--- config.mk ---
export PLATFORM = sky130hd
export DESIGN_NAME = code
export DESIGN_NICKNAME = d
export VERILOG_FILES = /design/src/rtl/code_pkg.sv /design/src/rtl/code_cnt.sv /design/src/rtl/code.sv
export SDC_FILE = /design/constraint.sdc
export NUM_CORES = 1
export LEC_CHECK = 0
export ABC_AREA = 1
export CAP_MARGIN = 5
export CORE_ASPECT_RATIO = 0.5
export CORE_UTILIZATION = 54
export DETAILED_ROUTE_END_ITERATION = 8
export PLACE_DENSITY = 0.81
export SLEW_MARGIN = 0
export SYNTH_ARGS = -nofsm -noshare
export SYNTH_HDL_FRONTEND = slang
export SYNTH_HIERARCHICAL = 1
export SYNTH_SLANG_ARGS = --single-unit
--- constraint.sdc ---
create_clock -name Clk -period 2.7 [get_ports Clk]
set_input_delay 0.54 -clock Clk [delete_from_list [all_inputs] [get_ports Clk]]
set_output_delay 0.54 -clock Clk [all_outputs]
set_load 0.005 [all_outputs]
--- src/rtl/code_pkg.sv ---
// Shared defaults for the two-channel counter block.
package code_pkg;
  localparam int WIDTH_DEF = 64;
  localparam int DIV_DEF   = 4;
endpackage

--- src/rtl/code_cnt.sv ---
// Single WIDTH-bit counter: increment enable, wrap, async clear.
module code_cnt
  import code_pkg::*;
#(
  parameter int WIDTH = WIDTH_DEF
) (
  input  logic             clk,
  input  logic             rst,
  input  logic             inc,
  output logic [WIDTH-1:0] count
);

  always_ff @(posedge clk or posedge rst) begin
    if (rst)
      count <= '0;
    else if (inc)
      count <= count + WIDTH'(1);
  end

endmodule

--- src/rtl/code.sv ---
// Two-channel counter; channel 1 advances once per DIV selected cycles.
module code
  import code_pkg::*;
#(
  parameter int WIDTH = WIDTH_DEF,
  parameter int DIV   = DIV_DEF
) (
  input  logic             Clk,
  input  logic             Reset,
  input  logic             Slt,
  input  logic             En,
  output logic [WIDTH-1:0] Output0,
  output logic [WIDTH-1:0] Output1
);

  localparam int PW = (DIV > 1) ? $clog2(DIV) : 1;

  logic [PW-1:0] pre;
  logic          wrap;
  logic          inc0;
  logic          inc1;

  assign wrap = (pre == PW'(DIV - 1));
  assign inc0 = En & ~Slt;
  assign inc1 = En & Slt & wrap;

  // Prescaler only moves on selected channel-1 cycles, so progress survives Slt toggles.
  always_ff @(posedge Clk or posedge Reset) begin
    if (Reset)
      pre <= '0;
    else if (En && Slt)
      pre <= wrap ? '0 : pre + PW'(1);
  end

  code_cnt #(.WIDTH(WIDTH)) u_cnt0 (
    .clk  (Clk),
    .rst  (Reset),
    .inc  (inc0),
    .count(Output0)
  );

  code_cnt #(.WIDTH(WIDTH)) u_cnt1 (
    .clk  (Clk),
    .rst  (Reset),
    .inc  (inc1),
    .count(Output1)
  );

endmodule

==> results.md <==
Detailed routing:
- In the final routed layout, each cell accounts on average for 15.0 µm.
- Using the TritonRoute via totals, the vias-per-cell ratio works out to between 5 and 6.
- Wires add up to ~20,000 µm.
- The number of search-and-repair iterations in the first detailed-routing pass is 6.
- Once detail routing completed, the nets flagged for antenna violations numbered 0.
- For this run, design rule violations remaining after detail routing come to 0.
- In this run, the number of DRC markers left after iteration 0 of detailed routing was around 650.
- The routed layout has between 7,000 and 8,000 vias.

Global routing:
- The global routing stage identified its most utilized layer as met2.
- For this run the aggregate overflow at the end of global routing stands at 0.
- The overall routing resource usage is 0.299.
- The routing usage on met1 is 0.407.
- The via count of the first global-routing pass was around 6,900.
- The met3 layer usage reported by global route is 0.0545.
- The initial antenna violation count is 0.
- Entering global routing, the biggest net connects 42 pins.
- The global-route wire length before repair is about 34,000 µm.
- In the global route stage, met2 resource usage came out at 0.492.

Layout:
- The most frequent standard cell in the layout excluding fill and tap cells is sky130_fd_sc_hd__nand2_1.
- Leaving out fill and tap cells, the most frequent cells in the layout are sky130_fd_sc_hd__nand2_1, sky130_fd_sc_hd__nor2_1, sky130_fd_sc_hd__clkdlybuf4s50_1.
- The total of fill cells in the finished design is between 1,000 and 1,500.
- The antenna diode count is 0.
- The signed area change from the synthesized netlist to the final layout is 28.6%.
- In the final design database the tool counted ~1,200 nets.
- Of the cells placed in the final design, the portion with a size suffix greater than 1 is 0.0957.
- For this run, the share of the core covered by cells in the final layout is 0.715.
- Once layout is done, the placed cells without fillers occupy slightly below 0.01 mm².

Floorplan:
- In this run the horizontal extent of the chip is around 170 µm.
- The initialized floorplan defines 30 standard-cell rows.
- The starting density of the core is 0.556.
- The total area inside the core boundary comes to 0.0136 mm².
- The die is ~86 µm tall.
- 132 I/O pins were placed.
- The floorplan step defined a die boundary enclosing ~0.014 mm².

Synth:
- The flop and latch count out of synthesis is 130.
- The number of different library cells used by synthesis comes to 20.
- sky130_fd_sc_hd__dfrtp_1 takes more of the synthesized area than any other cell.
- The fraction of the yosys area taken by sequential cells is 0.431.
- Yosys printed 6 warnings.
- The cell area after technology mapping is between 0.007 and 0.008 mm².
- The fraction of synthesized cell area taken by the top area cell type is 0.431.
- The post-synthesis area per instance is 7.44 µm².
- In the synthesized netlist, the number of instances is between 1,000 and 1,500.
- After synthesis, the cell types taking the most area are sky130_fd_sc_hd__dfrtp_1, sky130_fd_sc_hd__nand2_1, sky130_fd_sc_hd__nor2_1.
- The post-synth net total is ~1,000.

Clock network:
- After clock tree synthesis, the repair step resized 0 gates.
- The number of setup buffers added after CTS is 0.
- The number of sinks handled by clock tree synthesis is 130.
- The CTS root buffer is sky130_fd_sc_hd__clkbuf_16.
- TritonCTS built the clock tree.
- CTS built an H-tree with a depth of 4.
- The worst-case clock buffer depth is 2.
- For this design, the CTS-stage hold fixing added 0 buffers.
- For the worst-skew pair, the clock arrives at the later sink with an insertion delay of ~420 ps.
- Buffers inserted during clock tree synthesis total 17.
- Clock-pin slew was measured on the worst setup and hold paths at roughly 60 ps.

Critical path:
- The nature of the critical path endpoint is a register.
- For this design, the slowest cell found on the critical path is sky130_fd_sc_hd__clkdlybuf4s50_1.
- Data arrives at the worst endpoint at ~2300 ps.
- The startpoint identified for the worst register-to-register timing path is pre[0].
- The most common cell type on the critical path is sky130_fd_sc_hd__nand2_1.
- By startpoint and endpoint, the worst setup path is classified as primary input to register.
- Walking the worst path, the cells encountered are clkdlybuf4s50_1, inv_1, nor2_1, buf_12, inv_2, nor2_2, nand2_1, nor2_1, nand2_1, nor2_4, nand2_1, nand2_1, nand2_1.
- In this design, the stage delay of the slowest critical-path cell is around 500 ps.
- Of all nets on the critical path, the largest fanout is 15.
- The critical path startpoint category is a primary input.
- For the worst setup path, the data required time is between 3000 and 4000 ps.
- The setup slack of the most critical reg-to-reg path is 790 ps.
- For the worst flop-to-flop path, the logic depth is 13.
- The endpoint of the most critical register-to-register path is u_cnt1/count[57].
- The critical path startpoint is En.
- On the critical path the largest part of the delay comes from simple AND/OR/NAND/NOR gates.
- The number of buffers and inverters on the critical path is 4.

Timing:
- Setup repair after global routing left no endpoint under its margin.
- At the pin with the least slew margin, the transition time is 559 ps.
- The upper clock frequency limit is a little under 0.5 GHz.
- Setup violations remaining at the end of the flow were counted as 0.
- The ratio of final minimum period to clock period is 0.753.
- The total count of hold-check failures in the final report is 0.
- The final total negative setup slack is 0 ps.
- The post-route minimum period is slightly above 2000 ps.
- The post-route clock skew is approximately 12 ps.
- Headroom to the max-slew limit came out at 0.627.
- The number of pins exceeding their max-slew limit in the final report is 0.

Placement:
- The placed instances occupy a cell area of 0.00917 mm².
- The congestion estimate from routability-driven global placement came to roughly 1.
- The post-detailed-placement half-perimeter wirelength is about 16,000 µm.
- The number of port buffers is around 130.

Job:
- The tool flagged a number of max-cap violations equal to 0.

Pwr:
- Dividing total power by cell area gives a power density of ~490 mW/mm².
- The worst-case IR drop observed on VDD is ~0.46 mV.
- The static leakage is a little under 4 nW.

Min path:
- The worst hold-check path type is primary input to async pin.

Outcome:
- The run finished with clean final reports.
[worst max path at each step]
| stage | end | slack [ps] | cells past startpoint |
|---|---|---|---|
| final | u_cnt0/count[57] | 670 | 13 |
| after global routing | u_cnt0/count[57] | 430 | 13 |
| after CTS | Output1[56] | 660 | 1 |
| after detailed placement | u_cnt1/count[57] | 220 | 13 |
| after global placement | u_cnt1/count[49] | 310 | 13 |
| after floorplan | u_cnt0/count[0] | 560 | 1 |
[cell usage after synthesis, drive strengths merged]
library cell / n
nand4: 24
nor3: 14
xor2: 46
nor4: 2
nand3b: 24
o21ai: 6
nor3b: 2
nand3: 48
inv: 94
and2: 2
dfrtp: 130
nor2: 219
xnor2: 38
buf: 2
nand2: 361
ha: 3
[kinds of logic (layout without fill, tap and decap cells)]
kind of cell    Yosys count  after routing  share of synthesized area
buf+inv                  96            262                     0.0487
simple gates            696            696                      0.414
xor+xnor                 84             84                     0.0974
flops                   130            130                      0.431
fa+ha+maj                 3              3                    0.00497
compound gates            6              6                    0.00397
[metrics by stage]
stage / setup WS [ps] / power [W] / instances / hold slack [ps]
finish: 667 / 0.00471 / 1373 / 381
global route: 434 / 0.00489 / 1373 / 385
detailed placement: 220 / 0.00260 / 1341 / 484
global placement: 306 / 0.00258 / 1341 / 470
CTS: 656 / 0.00476 / 1373 / 373
floorplan: 562 / 0.00236 / 1015 / 281
[final cells by class]
| cell class | instances | area (µm²) | area share |
|---|---|---|---|
| multi-input cells | 789 | 3930 | 0.405 |
| flip-flops and latches | 130 | 3250 | 0.335 |
| repair buffers | 136 | 1390 | 0.143 |
| clock buffers | 18 | 439 | 0.0452 |
| inverters | 94 | 353 | 0.0363 |
| well taps | 192 | 240 | 0.0247 |
| clock inverters | 14 | 106 | 0.0110 |
[power breakdown]
| part | switching, W | total, W | internal (W) |
|---|---|---|---|
| registers | 0.000109 | 0.00214 | 0.00203 |
| clock network | 0.000939 | 0.00215 | 0.00121 |
| logic | 0.000208 | 0.000421 | 0.000213 |
| total | 0.00126 | 0.00471 | 0.00346 |
[sequential cells by signal (all words and copies together), names as in the netlist]
name          flops
pre               2
u_cnt1/count     64
u_cnt0/count     64
[layer usage]
metal  vias up  part of all wire  wire (µm)
li1       3466                 -          -
met1      3417              0.45       9310
met2       303              0.47       9550
met3        19             0.071       1460
met4         0            0.0099        204
met5         -                 0          0
[worst reg2reg max path, stage by stage (launching register included)]
cell and delay [ps]:
sky130_fd_sc_hd__dfrtp_1 380, sky130_fd_sc_hd__ha_1 180, sky130_fd_sc_hd__inv_1 40, sky130_fd_sc_hd__nor2_1 180, sky130_fd_sc_hd__buf_12 180, sky130_fd_sc_hd__inv_2 100, sky130_fd_sc_hd__nor2_2 130, sky130_fd_sc_hd__nand2_1 60
sky130_fd_sc_hd__nor2_1 120, sky130_fd_sc_hd__nand2_1 100, sky130_fd_sc_hd__nor2_4 170, sky130_fd_sc_hd__nand2_1 70, sky130_fd_sc_hd__nand2_1 60, sky130_fd_sc_hd__nand2_1 50
Note: power is estimated with default switching activity, not from simulation.
